$ cat src/rtl/spi_dac_responder.sv
// SPI responder emulating a 24-bit-frame DAC register interface.
// Optional readback path: define SPI_DAC_RESPONDER_READBACK_EN.
module spi_dac_responder #(
  parameter int DAC_WID      = 24,
  parameter int DAC_DATA_WID = 20,
  parameter bit POLARITY     = 1'b0,
  parameter bit PHASE        = 1'b1,
  parameter int SYNC_STAGES  = 2
) (
  input  logic                    clk,
  input  logic                    rst_L,
  input  logic                    sck,
  input  logic                    ss_L,
  input  logic                    mosi,
  output logic                    miso,
  output logic [DAC_DATA_WID-1:0] dac_value,
  output logic [DAC_DATA_WID-1:0] ctrl_reg,
  output logic                    write_stb,
  output logic                    frame_err
);

  localparam int CMD_WID = DAC_WID - DAC_DATA_WID;
  localparam int CNT_W   = $clog2(DAC_WID + 2);
  localparam logic [CNT_W-1:0] CNT_FULL = CNT_W'(DAC_WID);
  localparam logic [CNT_W-1:0] CNT_MAX  = CNT_W'(DAC_WID + 1);

  typedef enum logic [1:0] {
    IDLE   = 2'd0,
    SHIFT  = 2'd1,
    COMMIT = 2'd2
  } state_t;

  state_t state, state_n;

  logic [SYNC_STAGES-1:0] sck_sync, ss_sync, mosi_sync;
  logic sck_s, ss_s, mosi_s;
  logic sck_q, ss_q;
  logic lead, trail, sample, ss_fall, ss_rise;

  logic [CNT_W-1:0]   cnt;
  logic [DAC_WID-1:0] sr;
  logic [CMD_WID-1:0] cmd;
  logic [DAC_DATA_WID-1:0] data;
  logic [2:0] addr;
  logic is_read, frame_ok;

  // ss chain resets to "asserted" so a low ss_L at release never looks like a fall
  always_ff @(posedge clk or negedge rst_L) begin
    if (!rst_L) begin
      sck_sync  <= {SYNC_STAGES{POLARITY}};
      ss_sync   <= '0;
      mosi_sync <= '0;
      sck_q     <= POLARITY;
      ss_q      <= 1'b0;
    end else begin
      sck_sync  <= {sck_sync[SYNC_STAGES-2:0], sck};
      ss_sync   <= {ss_sync[SYNC_STAGES-2:0], ss_L};
      mosi_sync <= {mosi_sync[SYNC_STAGES-2:0], mosi};
      sck_q     <= sck_s;
      ss_q      <= ss_s;
    end
  end

  assign sck_s   = sck_sync[SYNC_STAGES-1];
  assign ss_s    = ss_sync[SYNC_STAGES-1];
  assign mosi_s  = mosi_sync[SYNC_STAGES-1];
  assign lead    = (sck_s != sck_q) && (sck_s != POLARITY);
  assign trail   = (sck_s != sck_q) && (sck_s == POLARITY);
  assign sample  = PHASE ? trail : lead;
  assign ss_fall = ~ss_s & ss_q;
  assign ss_rise = ss_s & ~ss_q;

  assign cmd      = sr[DAC_WID-1:DAC_DATA_WID];
  assign data     = sr[DAC_DATA_WID-1:0];
  assign addr     = cmd[2:0];
  assign is_read  = cmd[CMD_WID-1];
  assign frame_ok = (cnt == CNT_FULL);

  always_ff @(posedge clk or negedge rst_L) begin
    if (!rst_L) state <= IDLE;
    else        state <= state_n;
  end

  always_comb begin
    state_n   = state;
    write_stb = 1'b0;
    frame_err = 1'b0;
    unique case (state)
      IDLE:   if (ss_fall) state_n = SHIFT;
      SHIFT:  if (ss_rise) state_n = COMMIT;
      COMMIT: begin
        state_n = IDLE;
        if (frame_ok) write_stb = ~is_read && (addr == 3'd1);
        else          frame_err = 1'b1;
      end
      default: state_n = IDLE;
    endcase
  end

  always_ff @(posedge clk or negedge rst_L) begin
    if (!rst_L) begin
      cnt       <= '0;
      sr        <= '0;
      dac_value <= '0;
      ctrl_reg  <= '0;
    end else begin
      case (state)
        IDLE: if (ss_fall) begin
          cnt <= '0;
          sr  <= '0;
        end
        SHIFT: if (sample) begin
          sr <= {sr[DAC_WID-2:0], mosi_s};
          if (cnt != CNT_MAX) cnt <= cnt + 1'b1;
        end
        COMMIT: if (frame_ok && !is_read) begin
          if (addr == 3'd1) dac_value <= data;
          if (addr == 3'd2) ctrl_reg  <= data;
        end
        default: ;
      endcase
    end
  end

`ifdef SPI_DAC_RESPONDER_READBACK_EN
  logic [DAC_WID-1:0]      pend, tx;
  logic [DAC_DATA_WID-1:0] rd_data;
  logic                    miso_q, launch;

  assign launch = PHASE ? lead : trail;

  always_comb begin
    rd_data = '0;
    unique case (1'b1)
      (addr == 3'd1): rd_data = dac_value;
      (addr == 3'd2): rd_data = ctrl_reg;
      default:        rd_data = '0;
    endcase
  end

  // pending word is consumed by the frame that starts after it
  always_ff @(posedge clk or negedge rst_L) begin
    if (!rst_L) begin
      pend   <= '0;
      tx     <= '0;
      miso_q <= 1'b0;
    end else begin
      case (state)
        IDLE: begin
          miso_q <= 1'b0;
          if (ss_fall) begin
            pend <= '0;
            if (PHASE) tx <= pend;
            else       {miso_q, tx} <= {pend, 1'b0};
          end
        end
        SHIFT: if (launch) begin
          miso_q <= tx[DAC_WID-1];
          tx     <= {tx[DAC_WID-2:0], 1'b0};
        end
        COMMIT: begin
          miso_q <= 1'b0;
          if (!frame_ok)    pend <= '0;
          else if (is_read) pend <= {cmd, rd_data};
        end
        default: ;
      endcase
    end
  end

  assign miso = miso_q & ~ss_L;
`else
  assign miso = 1'b0;
`endif

endmodule

$ cat config.mk
export PLATFORM = sky130hd
export DESIGN_NAME = spi_dac_responder
export DESIGN_NICKNAME = d
export VERILOG_FILES = /design/src/rtl/spi_dac_responder.sv
export SDC_FILE = /design/constraint.sdc
export NUM_CORES = 1
export LEC_CHECK = 0
export BUFFER_PORTS_ARGS = -buffer_cell sky130_fd_sc_hd__buf_2
export CAP_MARGIN = 20
export CORE_MARGIN = 10
export CORE_UTILIZATION = 49
export DETAILED_ROUTE_END_ITERATION = 10
export PLACE_DENSITY = 0.7
export SLEW_MARGIN = 20
export SYNTH_ARGS = -nofsm -noshare
export SYNTH_HDL_FRONTEND = slang
export SYNTH_SLANG_ARGS = --single-unit
$ cat constraint.sdc
create_clock -name clk -period 3.6 [get_ports clk]
set_clock_uncertainty 0.1 [all_clocks]
set_input_delay 0.36 -clock clk [delete_from_list [all_inputs] [get_ports clk]]
set_output_delay 0.36 -clock clk [all_outputs]
set_load 0.01 [all_outputs]
==> results of run 1 <==
[power breakdown]
| part | switching, mW | internal [mW] |
|---|---|---|
| sequential | 0.0316 | 0.919 |
| clock | 0.317 | 0.459 |
| combinational | 0.0954 | 0.0457 |
| total | 0.444 | 1.42 |
[critical path: stages (launching register included)]
cell and delay, ns:
dfrtp_1 0.42, inv_1 0.10, ha_1 0.17, nand4b_1 0.13
nor4_2 0.27, nand3b_1 0.32, buf_4 0.32, inv_1 0.06
buf_2 0.12
[routing by layer]
metal  track usage [%]  share of wire [%]  vias up
li1                  -                  -      929
met4              6.39                2.1        0
met3              4.57                6.6       11
met5                 0                  0        -
met2              18.1                 45       39
met1              15.3                 46      920
[through the flow]
stage               power, mW  cells
floorplan                1.06    246
finish                   1.87    376
global route             1.94    376
global placement         1.10    358
CTS                      1.88    376
detailed placement       1.11    358
[path summary, 6_finish.rpt]
check                                           end  slack [ns]  depth (start not counted)
max                                       write_stb        0.88                          8
min reg2reg                    ss_sync[1]$_DFF_PN0_        0.26                          0
min                           sck_sync[0]$_DFF_PN0_        0.04                          1
max reg2reg                ctrl_reg[18]$_DFFE_PN0P_        1.36                          7
max in group asynchronous        sr[18]$_DFFE_PN0P_        2.74                          1
min in group clk               ss_sync[1]$_DFF_PN0_        0.26                          0
[synth_stat cells]
library cell  instances  area, um2
dfrtp_1              79       1980
nand2_1              50        188
mux2_2               39        439
o21ai_0              25        125
clkbuf_1              5       18.8
inv_1                 5       18.8
nor2_1                4       15.0
a21oi_1               3       15.0
buf_2                 3       15.0
ha_1                  3       37.5
nand2b_1              3       18.8
nor2b_1               3       18.8
buf_1                 2       7.51
buf_6                 2       22.5
mux2i_1               2       20.0
nand3_1               2       10.0
nand3b_1              2       15.0
nor3b_1               2       15.0
a22o_2                1       10.0
a22oi_1               1       7.51
a2bb2oi_1             1       8.76
a31oi_1               1       6.26
buf_4                 1       7.51
conb_1                1       3.75
mux2_4                1       15.0
nand4b_1              1       8.76
nor3_1                1       5.00
nor4_2                1       12.5
o21bai_1              1       7.51
o22ai_1               1       6.26
[logic make-up (layout without fill, tap and decap cells)]
group                    after synthesis  after routing  share of synthesized area (%)
other                                  1              1                          0.122
adder cells (fa/ha/maj)                3              3                           1.22
flip-flops                            79             79                           64.3
multiplexers                          42             42                           15.4
buffers and inverters                 18             73                           2.93
AO/OA/AOI/OAI                         34             34                           6.06
AND/OR/NAND/NOR                       69             69                           9.97
[area by class of cell]
cell class | instances | area [um2] | share of cell area [%]
clock buffers | 10 | 128 | 3.51
clock inverters | 5 | 106 | 2.93
inverters | 5 | 18.8 | 0.517
multi-input cells | 149 | 1020 | 28.0
flip-flops and latches | 79 | 1980 | 54.4
well taps | 75 | 93.8 | 2.58
repair buffers | 53 | 293 | 8.06
==> flow_summary.json, run 1 <==
{
  "outcome": "completed",
  "path_max_fanout": 15,
  "first_pass_iters": 4,
  "die-height_um": 99.2,
  "yosysSeqAreaShare_pct": 64.3,
  "layout-drive-gt1-share_pct": 35.9,
  "cts_tree": "built",
  "power_density_nw_per_um2": 514,
  "place_area_um2": 3370,
  "hold_path_class": "input pin to asynchronous set/reset pin",
  "p_leak_nw": 1.87,
  "wire_per_inst_um": 15.3,
  "fin_nets": 305,
  "synth.distinct_cells": 30,
  "drc": 0,
  "yosys_warnings": 0,
  "grt_pass1_vias": 1960,
  "fin_crit_sh_pct": 75.5,
  "syn_avg_cell_area_um2": 12.5,
  "relSlewSlack_pct": 37.0,
  "place_hpwl_mm": 3.76,
  "cts_resized": 0,
  "root_buffer": "clkbuf_8",
  "drv_slew": 0,
  "final_cell_mix": "dfrtp_1 (79), nand2_1 (50), buf_2 (45)",
  "drtAntennaViolNets": 0,
  "fmax_mhz": 368,
  "grt_first_pass_wirelength_mm": 9.76,
  "postCtsHoldBufs": 3,
  "synthCells": 246,
  "syn_nets": 254,
  "start_util_pct": 51.3,
  "cp-start-kind": "register",
  "antenna_found_initial": 0,
  "setup_violations": 0,
  "worst_slack_ns": 0.883,
  "clk_path_buf_depth": 2,
  "worst_skew_pair.late_latency_ns": 0.35,
  "netlist_area_um2": 3080,
  "rsz0062_at_grt": "no",
  "max-cap-violations": 0,
  "worstPathRequired_ns": 3.14,
  "cp.arrival_ns": 2.26,
  "numCtsBuffers": 9,
  "die_x_um": 99.2,
  "wl_mm": 5.77,
  "cts.sinks": 79,
  "antenna_cells": 0,
  "final_common_cell": "dfrtp_1",
  "pre_cts_ws_ns": 1.21,
  "final_util_pct": 60.6,
  "fillers": 474,
  "grtUsageTotal_pct": 12.3,
  "ys_ff_latch": 79,
  "syn_to_final_growth_pct": 18.1,
  "overflow": 0,
  "clkSlewWorstSetupHoldPaths_ns": 0.08,
  "cp-startpoint": "cnt[0]$_DFFE_PN0P_",
  "coreArea_um2": 5990,
  "die_area_um2": 9850,
  "fin_hold_ws_ns": 0.0400,
  "vias": 1899,
  "cts_max_level": 3,
  "tns_ns": 0,
  "vias_per_cell": 5.05,
  "fin_area_um2": 3630,
  "largest_reg_flops": 24,
  "num_rows": 28,
  "io_buffers": 46,
  "routabilityCongestion": 0.751,
  "postCtsSetupBuffers": 0,
  "grt_max_degree": 80,
  "ir_drop_mv": 0.315,
  "tightest_slew_ns": 0.945,
  "pin_count": 48,
  "hold_viol": 0,
  "reg2reg_from": "cnt[0]$_DFFE_PN0P_",
  "timing.final.crit_period_ns": 2.72,
  "drt_iter0_markers": 106,
  "path_class": "register to primary output",
  "crit_path_end_kind": "primary output"
}
Power figures use the tool's default switching activity.
==> run 2, diff against run 1 <==
==> constraint.sdc (replaced) <==
create_clock -name clk -period 2.8 [get_ports clk]
set_clock_uncertainty 0.1 [all_clocks]
set_input_delay 0.28 -clock clk [delete_from_list [all_inputs] [get_ports clk]]
set_output_delay 0.28 -clock clk [all_outputs]
set_load 0.01 [all_outputs]
==> flow_summary.json, run 2 (synthesis results as in run 1) <==
{
  "timing.final.crit_period_ns": 2.35,
  "drtAntennaViolNets": 0,
  "wire_per_inst_um": 14.8,
  "rr_worst_depth": 7,
  "numCtsBuffers": 9,
  "fin_crit_sh_pct": 84.1,
  "rr_endpoint": "dac_value[3]$_DFFE_PN0P_",
  "pre_cts_ws_ns": 0.813,
  "fmax_mhz": 425,
  "layout-drive-gt1-share_pct": 36.5,
  "worst_slack_ns": 0.446,
  "fillers": 490,
  "hold_viol": 19,
  "first_pass_iters": 6,
  "worstPathRequired_ns": 2.42,
  "p_leak_nw": 1.86,
  "fin_nets": 308,
  "antenna_cells": 0,
  "largest_reg_flops": 24,
  "crit_path_end_kind": "primary output",
  "routabilityCongestion": 0.710,
  "root_buffer": "clkbuf_8",
  "path_class": "register to primary output",
  "outcome": "finished, violations left",
  "vias": 1925,
  "dr_wl_met3_um": 377,
  "drc": 0,
  "reg2reg_from": "cnt[0]$_DFFE_PN0P_",
  "fin_hold_ws_ns": -0.0219,
  "met1_length_mm": 2.66,
  "coreArea_um2": 5990,
  "cp-start-kind": "register",
  "rsz0062_at_grt": "no",
  "cts.sinks": 79,
  "overflow": 0,
  "final_common_cell": "dfrtp_1",
  "num_rows": 28,
  "grt_pass1_vias": 1968,
  "syn_to_final_growth_pct": 16.6,
  "clkSlewWorstSetupHoldPaths_ns": 0.08,
  "cts_max_level": 3,
  "die-height_um": 99.2,
  "hold_path_class": "input pin to asynchronous set/reset pin",
  "grt_first_pass_wirelength_mm": 9.82,
  "worst_skew_pair.late_latency_ns": 0.34,
  "dp_cells": 361,
  "drt_iter0_markers": 104,
  "vias_per_cell": 5.08,
  "grt_max_degree": 80,
  "antenna_found_initial": 0,
  "grtUsageTotal_pct": 12.1,
  "drv_slew": 0,
  "failed_checks": "hold timing",
  "route.met2.wl_mm": 2.51,
  "io_buffers": 46,
  "power_density_nw_per_um2": 593,
  "final_cells": 379,
  "place_hpwl_mm": 3.81,
  "postCtsSetupBuffers": 0,
  "pin_count": 48,
  "die_x_um": 99.2,
  "start_util_pct": 51.3,
  "path_max_fanout": 13,
  "wl_mm": 5.60,
  "tns_ns": 0,
  "total_power_mw": 2.13,
  "reg2reg_slack_ns": 0.85,
  "setup_violations": 0,
  "clk_path_buf_depth": 2,
  "cp.arrival_ns": 1.97,
  "topRoutingLayerUsed": "met4",
  "tightest_slew_ns": 0.955,
  "ir_drop_mv": 0.357,
  "final_cell_mix": "dfrtp_1 (79), nand2_1 (50), buf_2 (45)",
  "die_area_um2": 9850,
  "cts_tree": "built",
  "max-cap-violations": 0,
  "relSlewSlack_pct": 36.4
}
-- run 2: changes by cell type in the layout (fill, tap and decap cells not counted), sizes merged --
cell    previous run  this run
inv                6         5
clkbuf            10        11
bufinv             3         0
buf               50        53
clkinv             0         3
-- run 2: final cells by class --
class	count	area [um2]	area share (%)
Timing Repair Buffer	56	315	8.80
Clock buffer	11	141	3.94
Inverter	5	18.8	0.524
Clock inverter	4	22.5	0.628
Multi-Input combinational cell	149	1020	28.3
Tap cell	75	93.8	2.62
Sequential cell	79	1980	55.1
-- run 2: worst max path at each step --
stage | from | to | slack [ns]
3_5_place_dp | cnt[0]$_DFFE_PN0P_ | write_stb | 0.81
3_3_place_gp | cnt[0]$_DFFE_PN0P_ | write_stb | 0.87
2_1_floorplan | cnt[0]$_DFFE_PN0P_ | dac_value[14]$_DFFE_PN0P_ | 0.95
4_1_cts | cnt[0]$_DFFE_PN0P_ | write_stb | 0.43
5_1_grt | cnt[0]$_DFFE_PN0P_ | write_stb | 0.32
6_report | cnt[0]$_DFFE_PN0P_ | write_stb | 0.45
-- run 2: power by group --
part / internal [mW] / switching [mW] / total [mW] / leakage [nW]
logic: 0.0620 / 0.123 / 0.185 / 0.696
clock network: 0.337 / 0.383 / 0.720 / 0.0850
registers: 1.18 / 0.0402 / 1.22 / 1.08
total: 1.58 / 0.546 / 2.13 / 1.86
-- run 2: what timing repair did --
action / 4_1_cts / 5_1_grt
resized for setup: 0 / 0
hold buffers: 3 / 0
endpoints found under the hold margin: 3 / 0
-- run 2: per-layer routing --
layer / global-route usage (%) / vias up
met5: 0 / -
met4: 5.29 / 0
met3: 4.43 / 9
met2: 17.6 / 43
met1: 15.7 / 932
li1: - / 941
-- run 2: critical path: stages (launching register included) --
cell and delay [ns]:
dfrtp_1 0.41, inv_1 0.11, ha_1 0.17, nand4b_1 0.12
nor4_2 0.26, nand3b_1 0.15, buf_4 0.23, inv_1 0.06
buf_2 0.12
-- run 2: per-stage QoR --
stage / instance area (um2) / utilization [%]
6_report: 3580 / 59.8
5_1_grt: 3580 / 59.8
4_1_cts: 3580 / 59.8
3_5_place_dp: 3390 / 56.6
3_3_place_gp: 3390 / 56.6
2_1_floorplan: 3080 / -
==> run 3, diff against run 2 <==
--- a/config.mk
+++ b/config.mk
@@ -5,6 +5,7 @@
 export SDC_FILE = /design/constraint.sdc
 export NUM_CORES = 1
 export LEC_CHECK = 0
+export ABC_AREA = 1
 export BUFFER_PORTS_ARGS = -buffer_cell sky130_fd_sc_hd__buf_2
 export CAP_MARGIN = 20
 export CORE_MARGIN = 10
==> constraint.sdc (replaced) <==
create_clock -name clk -period 2.19 [get_ports clk]
set_clock_uncertainty 0.1 [all_clocks]
set_input_delay 0.219 -clock clk [delete_from_list [all_inputs] [get_ports clk]]
set_output_delay 0.219 -clock clk [all_outputs]
set_load 0.01 [all_outputs]
==> flow_summary.json, run 3 <==
{
  "outcome": "completed",
  "yosysTopAreaCell": "dfrtp_1",
  "syn_nets": 368,
  "drtAntennaViolNets": 0,
  "synth_edf_count": 0,
  "worst_slack_ns": 0.129,
  "yosysSeqAreaShare_pct": 59.3,
  "fin_nets": 416,
  "post-synth-top-count-cell": "nand2_1",
  "ys_ff_latch": 79,
  "final_cell_mix": "nand2_1 (118), nand3_1 (93), dfrtp_1 (79)",
  "start_util_pct": 49.6,
  "cts_max_level": 3,
  "drv_slew": 0,
  "num_rows": 30,
  "cp.arrival_ns": 1.74,
  "worst_skew_pair.late_latency_ns": 0.35,
  "syn_to_final_growth_pct": 15.5,
  "die_x_um": 102,
  "numCtsBuffers": 9,
  "antenna_found_initial": 0,
  "synth_top_area_share_pct": 59.3,
  "vias_per_cell": 5.11,
  "synthFlopType": "dfrtp_1",
  "routabilityCongestion": 0.782,
  "first_pass_iters": 4,
  "setup_violations": 0,
  "antenna_cells": 0,
  "place_hpwl_mm": 4.61,
  "synthTopCellsByArea": "dfrtp_1 (59%), nand3_1 (14%), nand2_1 (13%)",
  "fillers": 631,
  "worstPathRequired_ns": 1.87,
  "cp-start-kind": "register",
  "drc": 0,
  "fin_area_um2": 3850,
  "cts_tree": "built",
  "ir_drop_mv": 0.519,
  "postSynth.asyncResetShare_pct": 100,
  "fmax_mhz": 485,
  "grt_pass1_vias": 2570,
  "root_buffer": "clkbuf_8",
  "grtUsageTotal_pct": 14.4,
  "die_area_um2": 10500,
  "synth.distinct_cells": 23,
  "grt_first_pass_wirelength_mm": 12.0,
  "clk_path_buf_depth": 2,
  "reg2reg_slack_ns": 0.50,
  "overflow": 0,
  "path_max_fanout": 21,
  "yosys_warnings": 0,
  "syn_avg_cell_area_um2": 9.26,
  "pre_cts_ws_ns": 0.466,
  "hold_viol": 0,
  "hold_path_class": "input pin to asynchronous set/reset pin",
  "pin_count": 48,
  "rsz0062_at_grt": "no",
  "postCtsSetupBuffers": 0,
  "largest_reg_flops": 24,
  "wl_mm": 7.00,
  "path_class": "register to primary output",
  "p_leak_nw": 2.19,
  "wire_per_inst_um": 14.2,
  "clkSlewWorstSetupHoldPaths_ns": 0.08,
  "fin_hold_ws_ns": 0.209,
  "drt_iter0_markers": 91,
  "timing.final.crit_period_ns": 2.06,
  "max-cap-violations": 0,
  "coreArea_um2": 6720,
  "layout-drive-gt1-share_pct": 19.9,
  "netlist_area_um2": 3330,
  "vias": 2519,
  "grt_max_degree": 56,
  "tns_ns": 0,
  "total_power_mw": 3.03,
  "final_common_cell": "nand2_1",
  "yosys-top-cells-count": "nand2_1 (118), nand3_1 (93), dfrtp_1 (79)",
  "io_buffers": 46,
  "crit_path_end_kind": "primary output",
  "power_density_nw_per_um2": 786,
  "place_area_um2": 3590,
  "fin_crit_sh_pct": 94.1,
  "die-height_um": 102,
  "cts.sinks": 79,
  "synthCells": 360
}
-- run 3: repair_timing --
action	CTS	global route
hold endpoints to repair	27	0
gates resized for setup	0	1
hold buffers	4	0
endpoints found under the setup margin	0	1
-- run 3: through the flow --
step | cells | utilization, %
2_1_floorplan | 360 | -
3_5_place_dp | 473 | 53.4
5_1_grt | 493 | 57.3
3_3_place_gp | 473 | 53.4
4_1_cts | 493 | 57.2
6_report | 493 | 57.3
-- run 3: final timing paths --
kind                            cells past startpoint                       end                   start
worst min register to register                      0    mosi_sync[1]$_DFF_PN0_  mosi_sync[0]$_DFF_PN0_
worst max-delay path                                7                 write_stb      cnt[0]$_DFFE_PN0P_
min in group clk                                    0    mosi_sync[1]$_DFF_PN0_  mosi_sync[0]$_DFF_PN0_
worst max register to register                      7   ctrl_reg[5]$_DFFE_PN0P_      cnt[0]$_DFFE_PN0P_
max in group asynchronous                           3      ss_sync[0]$_DFF_PN0_                   rst_L
worst min-delay path                                2  dac_value[3]$_DFFE_PN0P_                   rst_L
-- run 3: routing by layer --
layer / wire length, um / up-vias / track usage (%) / share of wire (%)
met2: 3260 / 63 / 23.2 / 47
li1: - / 1264 / - / -
met3: 467 / 6 / 3.15 / 6.7
met4: 84 / 0 / 6.83 / 1.2
met5: 0 / - / 0 / 0
met1: 3190 / 1186 / 18.0 / 46
-- run 3: final cells by class --
class	instances	area [um2]	area share, %
sequential	79	1980	51.3
clock inverter	5	81.3	2.11
tap	80	100	2.60
timing repair buffer	60	360	9.36
inverter	16	60.1	1.56
clock buffer	11	131	3.41
multi-input combinational	242	1140	29.6
-- run 3: kinds of logic after synthesis --
| group | count (synthesis) | share of synthesized area [%] |
|---|---|---|
| adders and majority gates | 3 | 1.13 |
| and+or+nand+nor | 229 | 31.4 |
| other | 1 | 0.112 |
| buffers and inverters | 39 | 6.75 |
| DFF | 79 | 59.3 |
| AOI/OAI and AO/OA | 9 | 1.35 |
-- run 3: report_power, final --
part	total [mW]	internal [mW]	switching (mW)
logic	0.292	0.0855	0.206
clock network	1.18	0.645	0.533
registers	1.56	1.50	0.0535
-- run 3: critical path, stage by stage, from the launching register on --
cell and delay, ns:
dfrtp_1 0.44, inv_1 0.10, ha_1 0.19, nand4_4 0.15, nor2_8 0.18, nand2_8 0.13, inv_1 0.07, buf_2 0.12
